<file path="src/rtl/clarke_inverse_pipe.sv">
`default_nettype none
// clarke_inverse_pipe: three-stage AXI-Stream inverse Clarke transform (alpha/beta -> a/b/c)
// with per-phase saturation flags and optional min/max zero-sequence injection.
module clarke_inverse_pipe #(
    parameter int DW     = 16,
    parameter int FRAC   = 15,
    parameter int K      = 28378,
    parameter int INJECT = 0
) (
    input  logic            clk,
    input  logic            reset,
    input  logic [4*DW-1:0] s_axis_tdata,
    input  logic            s_axis_tvalid,
    output logic            s_axis_tready,
    output logic [4*DW-1:0] m_axis_tdata,
    output logic [2:0]      m_axis_tuser,
    output logic            m_axis_tvalid,
    input  logic            m_axis_tready
);

    localparam int PW = DW + FRAC + 1;
    localparam int SW = DW + 3;
    localparam logic signed [FRAC:0]   KS   = (FRAC+1)'(K);
    localparam logic signed [PW-1:0]   HALF = {{(PW-FRAC){1'b0}}, 1'b1, {(FRAC-1){1'b0}}};
    localparam logic signed [SW-1:0]   MAXV = SW'((2**(DW-1)) - 1);
    localparam logic signed [SW-1:0]   MINV = -MAXV;

    logic ce;
    assign ce            = !m_axis_tvalid || m_axis_tready;
    assign s_axis_tready = ce;

    // Top lane of the input word carries nothing for this block.
    logic unused_top;
    assign unused_top = ^s_axis_tdata[4*DW-1:3*DW];

    // Stage 1: operand capture and beta*K product
    logic signed [DW-1:0] alpha_in, beta_in;
    logic signed [PW-1:0] p_next;
    assign alpha_in = s_axis_tdata[DW-1:0];
    assign beta_in  = s_axis_tdata[2*DW-1:DW];
    assign p_next   = PW'(beta_in) * PW'(KS);

    logic                 v1;
    logic signed [DW-1:0] alpha1;
    logic [DW-1:0]        theta1;
    logic signed [PW-1:0] p1;

    always_ff @(posedge clk) begin
        if (reset) begin
            v1     <= 1'b0;
            alpha1 <= '0;
            theta1 <= '0;
            p1     <= '0;
        end else if (ce) begin
            v1     <= s_axis_tvalid;
            alpha1 <= alpha_in;
            theta1 <= s_axis_tdata[3*DW-1:2*DW];
            p1     <= p_next;
        end
    end

    // Stage 2: rounded sqrt(3)/2*beta and floored alpha/2, full width
    logic signed [PW-1:0] rnd;
    logic signed [SW-1:0] t_w, h_w, va_w, vb_w, vc_w;
    assign rnd  = p1 + HALF;
    assign t_w  = SW'(rnd >>> FRAC);
    assign h_w  = SW'(alpha1) >>> 1;
    assign va_w = SW'(alpha1);
    assign vb_w = t_w - h_w;
    assign vc_w = -t_w - h_w;

    logic                 v2;
    logic [DW-1:0]        theta2;
    logic signed [SW-1:0] va2, vb2, vc2;

    always_ff @(posedge clk) begin
        if (reset) begin
            v2     <= 1'b0;
            theta2 <= '0;
            va2    <= '0;
            vb2    <= '0;
            vc2    <= '0;
        end else if (ce) begin
            v2     <= v1;
            theta2 <= theta1;
            va2    <= va_w;
            vb2    <= vb_w;
            vc2    <= vc_w;
        end
    end

    // Stage 3: optional zero-sequence injection, then symmetric saturation
    function automatic logic signed [SW-1:0] max3(input logic signed [SW-1:0] x, y, z);
        logic signed [SW-1:0] m;
        m = (x > y) ? x : y;
        return (m > z) ? m : z;
    endfunction

    function automatic logic signed [SW-1:0] min3(input logic signed [SW-1:0] x, y, z);
        logic signed [SW-1:0] m;
        m = (x < y) ? x : y;
        return (m < z) ? m : z;
    endfunction

    function automatic logic [DW:0] sat(input logic signed [SW-1:0] x);
        if (x > MAXV)
            return {1'b1, MAXV[DW-1:0]};
        else if (x < MINV)
            return {1'b1, MINV[DW-1:0]};
        else
            return {1'b0, x[DW-1:0]};
    endfunction

    logic signed [SW-1:0] z_w;

    generate
        if (INJECT != 0) begin : g_inject
            logic signed [SW-1:0] mx, mn;
            assign mx  = max3(va2, vb2, vc2);
            assign mn  = min3(va2, vb2, vc2);
            assign z_w = -((mx + mn) >>> 1);
        end else begin : g_plain
            assign z_w = '0;
        end
    endgenerate

    logic [DW:0] sa, sb, sc;
    assign sa = sat(va2 + z_w);
    assign sb = sat(vb2 + z_w);
    assign sc = sat(vc2 + z_w);

    always_ff @(posedge clk) begin
        if (reset) begin
            m_axis_tvalid <= 1'b0;
            m_axis_tdata  <= '0;
            m_axis_tuser  <= '0;
        end else if (ce) begin
            m_axis_tvalid <= v2;
            m_axis_tdata  <= {theta2, sc[DW-1:0], sb[DW-1:0], sa[DW-1:0]};
            m_axis_tuser  <= {sc[DW], sb[DW], sa[DW]};
        end
    end

endmodule
`default_nettype wire
</file>
<file path="config.mk">
export PLATFORM = sky130hd
export DESIGN_NAME = clarke_inverse_pipe
export DESIGN_NICKNAME = d
export VERILOG_FILES = /design/src/rtl/clarke_inverse_pipe.sv
export SDC_FILE = /design/constraint.sdc
export NUM_CORES = 1
export LEC_CHECK = 0
export CAP_MARGIN = 40
export CORE_MARGIN = 3
export CORE_UTILIZATION = 35
export CTS_BUF_LIST = sky130_fd_sc_hd__clkbuf_8
export CTS_CLUSTER_DIAMETER = 200
export DETAILED_ROUTE_END_ITERATION = 10
export GPL_TIMING_DRIVEN = 0
export SLEW_MARGIN = 30
export SYNTH_ARGS = -nofsm -noshare
export SYNTH_HDL_FRONTEND = slang
export SYNTH_SLANG_ARGS = --single-unit
</file>
<file path="constraint.sdc">
create_clock -name clk -period 8.6 [get_ports clk]
set_clock_uncertainty 0.1 [all_clocks]
set_input_delay 1.72 -clock clk [delete_from_list [all_inputs] [get_ports clk]]
set_output_delay 1.72 -clock clk [all_outputs]
set_load 0.02 [all_outputs]
</file>
==> run metrics <==
outcome completed; largest net degree at the start of global routing 19; post-DP HPWL 29300 um; Hold Vio Cnt, Final 0; via count 11000; Worst Setup End Kind flip-flop; CP Launch Type input pin; mapped cell area 13700 um^2; Max Cap Viol 0; CP max stage delay 0.77 ns; top cells by area, synth dfxtp_1 (27%), fa_1 (17%), ha_1 (14%); n_diodes 0; worst skew pair latency 0.47 ns; Rows 71; Netlist cell types 67; GP Congestion 0.884; Syn Nets 1943; worst path arrival time 7.76 ns; cell area power density 426 nW/um^2; post-synth top area cell dfxtp_1; port bufs 119; internal reg-to-reg setup slack 4.65 ns; worst path cell trace clkdlybuf4s50_1 -> ha_1 -> fa_1 -> inv_1 -> fa_1 -> fa_1 -> fa_1 -> inv_1 -> fa_1 -> inv_1 -> ha_1 -> nand2_1 -> nor3_2 -> nor3b_2 -> o31ai_4 -> o31ai_4 -> a41oi_2 -> or4_1 -> o311ai_1; first-pass GRT wire length 56900 um; reg2reg path depth 16; maximum clock rate 0.134 GHz; gr ovfl total 0; die height 204 um; Nets 2083; H-tree depth 4; hold endpoint theta2[13]$_SDFFE_PP0P_; Final Power 0.00679 W; Critical R2R Launch p1[15]$_SDFFE_PP0P_; fin. max-slew vios 0; number of synthesized flops with an enable pin 0; worst hold path type flip-flop to flip-flop; maximum vdd drop 0.000344 V; RSZ-0062 raised after global routing no; P_leak 7.28 nW; Iteration-0 DRC Markers 530; Seq cells post-synth 188; drt via density 4.84; post-CTS sizing 0; Async SR Flop Fraction 0; DRC viols 0; Post-CTS Repair Setup Buffers 0; GRT Total Usage 0.170; Area growth syn-to-layout 16.3%; CP most frequent cell fa_1; CTS tree built; share of the yosys chip area belonging to registers 0.274; WP data required 8.88 ns; maximum buffer depth of the clock tree 2; main flop type after synthesis dfxtp_1; Setup Viol. Count Final 0; Worst R2R End vc2[16]$_SDFFE_PP0P_; total CTS buffers 17; I/O pin count 137; Initial Utilization 0.360; Core Box Area 38100 um^2; CP max-delay cell clkdlybuf4s50_1; First-pass DRT Iterations 5; cell count after synthesis 1601; area share of the largest cell type after synthesis 0.274; vias in the first global route 11000; total die area 41600 um^2; wire length per cell 15.5 um; fin crit share 0.871; initial antenna violation count 0; Slew Limit Headroom 0.409; final worst path period need 7.49 ns; highest fanout seen on the critical path 10; Post-Route WL 35200 um; chip width 204 um; Worst-path clk slew 0.10 ns; # hold bufs at CTS 0; Post-DRT Antenna Nets 0; Sum Neg Setup Slack 0 ns; worst setup path category input pin to flip-flop; cell family with most CP delay adder cells; Worst-Margin Slew 0.887 ns; Syn Area/Cell 8.57 um^2; CTS sink count 188; WP buf/inv 4; min-delay src theta2[13]$_SDFFE_PP0P_; clock root buffer clkbuf_8; hold path depth 2; layout cells sized above 1 0.0291; YS warnings 0
==> Yosys cell counts, types with 9 or more instances <==
library cell    n
nand2_1       259
xor2_1         26
dfxtp_1       188
nand3b_1       14
o21ai_0        11
xnor2_1        40
nor4_1         14
a22o_1         12
nor2_1         68
a21o_1         23
nor3_1         43
ha_1          158
fa_1          116
nand3_1        15
a211oi_1       11
nand4_1         9
a21oi_1       196
and3_1          9
clkbuf_1       57
inv_1         243
==> where the power goes <==
part | internal [W] | switching (W) | leakage [nW]
logic | 0.00215 | 0.00280 | 5.53
registers | 0.00110 | 0.000170 | 1.56
clock network | 0.000219 | 0.000351 | 0.188
total | 0.00347 | 0.00332 | 7.28
==> worst max path at each step <==
stage,start,endpoint,slack [ns],cells past startpoint
global route,s_axis_tdata[31],p1[30]$_SDFFE_PP0P_,0.80,19
finish,s_axis_tdata[31],p1[30]$_SDFFE_PP0P_,1.11,19
detailed placement,s_axis_tdata[31],p1[30]$_SDFFE_PP0P_,0.58,19
floorplan,s_axis_tdata[21],p1[18]$_SDFFE_PP0P_,1.65,18
global placement,s_axis_tdata[31],p1[30]$_SDFFE_PP0P_,0.31,19
CTS,s_axis_tdata[31],p1[30]$_SDFFE_PP0P_,1.08,19
==> metrics by stage <==
| step | utilization | setup WS [ns] | cell area, um^2 | hold slack [ns] | cells |
|---|---|---|---|---|---|
| CTS | 0.418 | 1.08 | 15900 | 0.358 | 2265 |
| detailed placement | 0.408 | 0.584 | 15600 | 0.343 | 2233 |
| global route | 0.418 | 0.797 | 15900 | 0.373 | 2265 |
| floorplan | - | 1.65 | 13700 | 0.332 | 1601 |
| finish | 0.418 | 1.11 | 15900 | 0.358 | 2265 |
| global placement | 0.408 | 0.306 | 15500 | 0.340 | 2231 |
==> metal layers <==
metal	global-route usage	routed length, um
met2	0.294	16800
met1	0.235	16800
met3	0.0186	1190
met4	0.0273	391
met5	0	0
==> sequential cells by signal, summed over array words and instances (netlist names), 3 cells and up <==
signal        count
theta1           16
va2              16
vb2              18
theta2           16
p1               18
m_axis_tuser      3
vc2              18
alpha1           16
m_axis_tdata     64
==> cell families (layout without fill, tap and decap cells) <==
| family | Yosys count | count (layout) | synth area share |
|---|---|---|---|
| and+or+nand+nor | 462 | 462 | 0.151 |
| buffers and inverters | 305 | 458 | 0.0835 |
| AOI/OAI and AO/OA | 304 | 304 | 0.134 |
| adders and majority gates | 275 | 275 | 0.314 |
| DFF | 188 | 188 | 0.274 |
| xor gates and xnor gates | 66 | 66 | 0.0421 |
| muxes | 1 | 1 | 0.000730 |
==> worst min-delay path: stages, from the launching register on <==
cell     delay, ns
dfxtp_1       0.32
nand2_1       0.05
a21oi_1       0.05
==> cell usage in the layout, fill, tap and decap left out, types with 3 or more instances in the layout <==
| cell | netlist | routed |
|---|---|---|
| ha_1 | 158 | 158 |
| a31oi_1 | 6 | 6 |
| fa_1 | 116 | 116 |
| a21oi_1 | 196 | 196 |
| a211oi_1 | 11 | 11 |
| xor2_1 | 26 | 26 |
| nand3_1 | 15 | 15 |
| a21o_1 | 23 | 23 |
| and2_1 | 3 | 3 |
| o21ai_1 | 6 | 6 |
| inv_8 | 0 | 3 |
| nand4_1 | 9 | 9 |
| inv_1 | 243 | 243 |
| clkbuf_8 | 0 | 18 |
| nand3b_1 | 14 | 14 |
| clkinv_4 | 0 | 5 |
| nor2b_1 | 5 | 5 |
| clkdlybuf4s50_1 | 0 | 119 |
| buf_1 | 5 | 5 |
| nor4_1 | 14 | 14 |
| or3_1 | 6 | 6 |
| xnor2_1 | 40 | 40 |
| nor3_1 | 43 | 43 |
| o21bai_1 | 6 | 6 |
| o21ai_0 | 11 | 11 |
| nand2b_1 | 3 | 3 |
| nand2_1 | 259 | 259 |
| clkbuf_1 | 57 | 57 |
| nor2_1 | 68 | 68 |
| dfxtp_1 | 188 | 188 |
| a22o_1 | 12 | 12 |
| and3_1 | 9 | 9 |
| a211o_1 | 3 | 3 |
==> cell type report <==
cell class / instances / area, um^2
buffer: 62 / 233
multi-input combinational: 1108 / 8810
timing repair buffer: 121 / 1210
tap: 511 / 639
inverter: 243 / 912
clock inverter: 14 / 131
clock buffer: 18 / 248
fill: 3848 / 22200
sequential: 188 / 3760
Note: power is estimated with default switching activity, not from simulation.
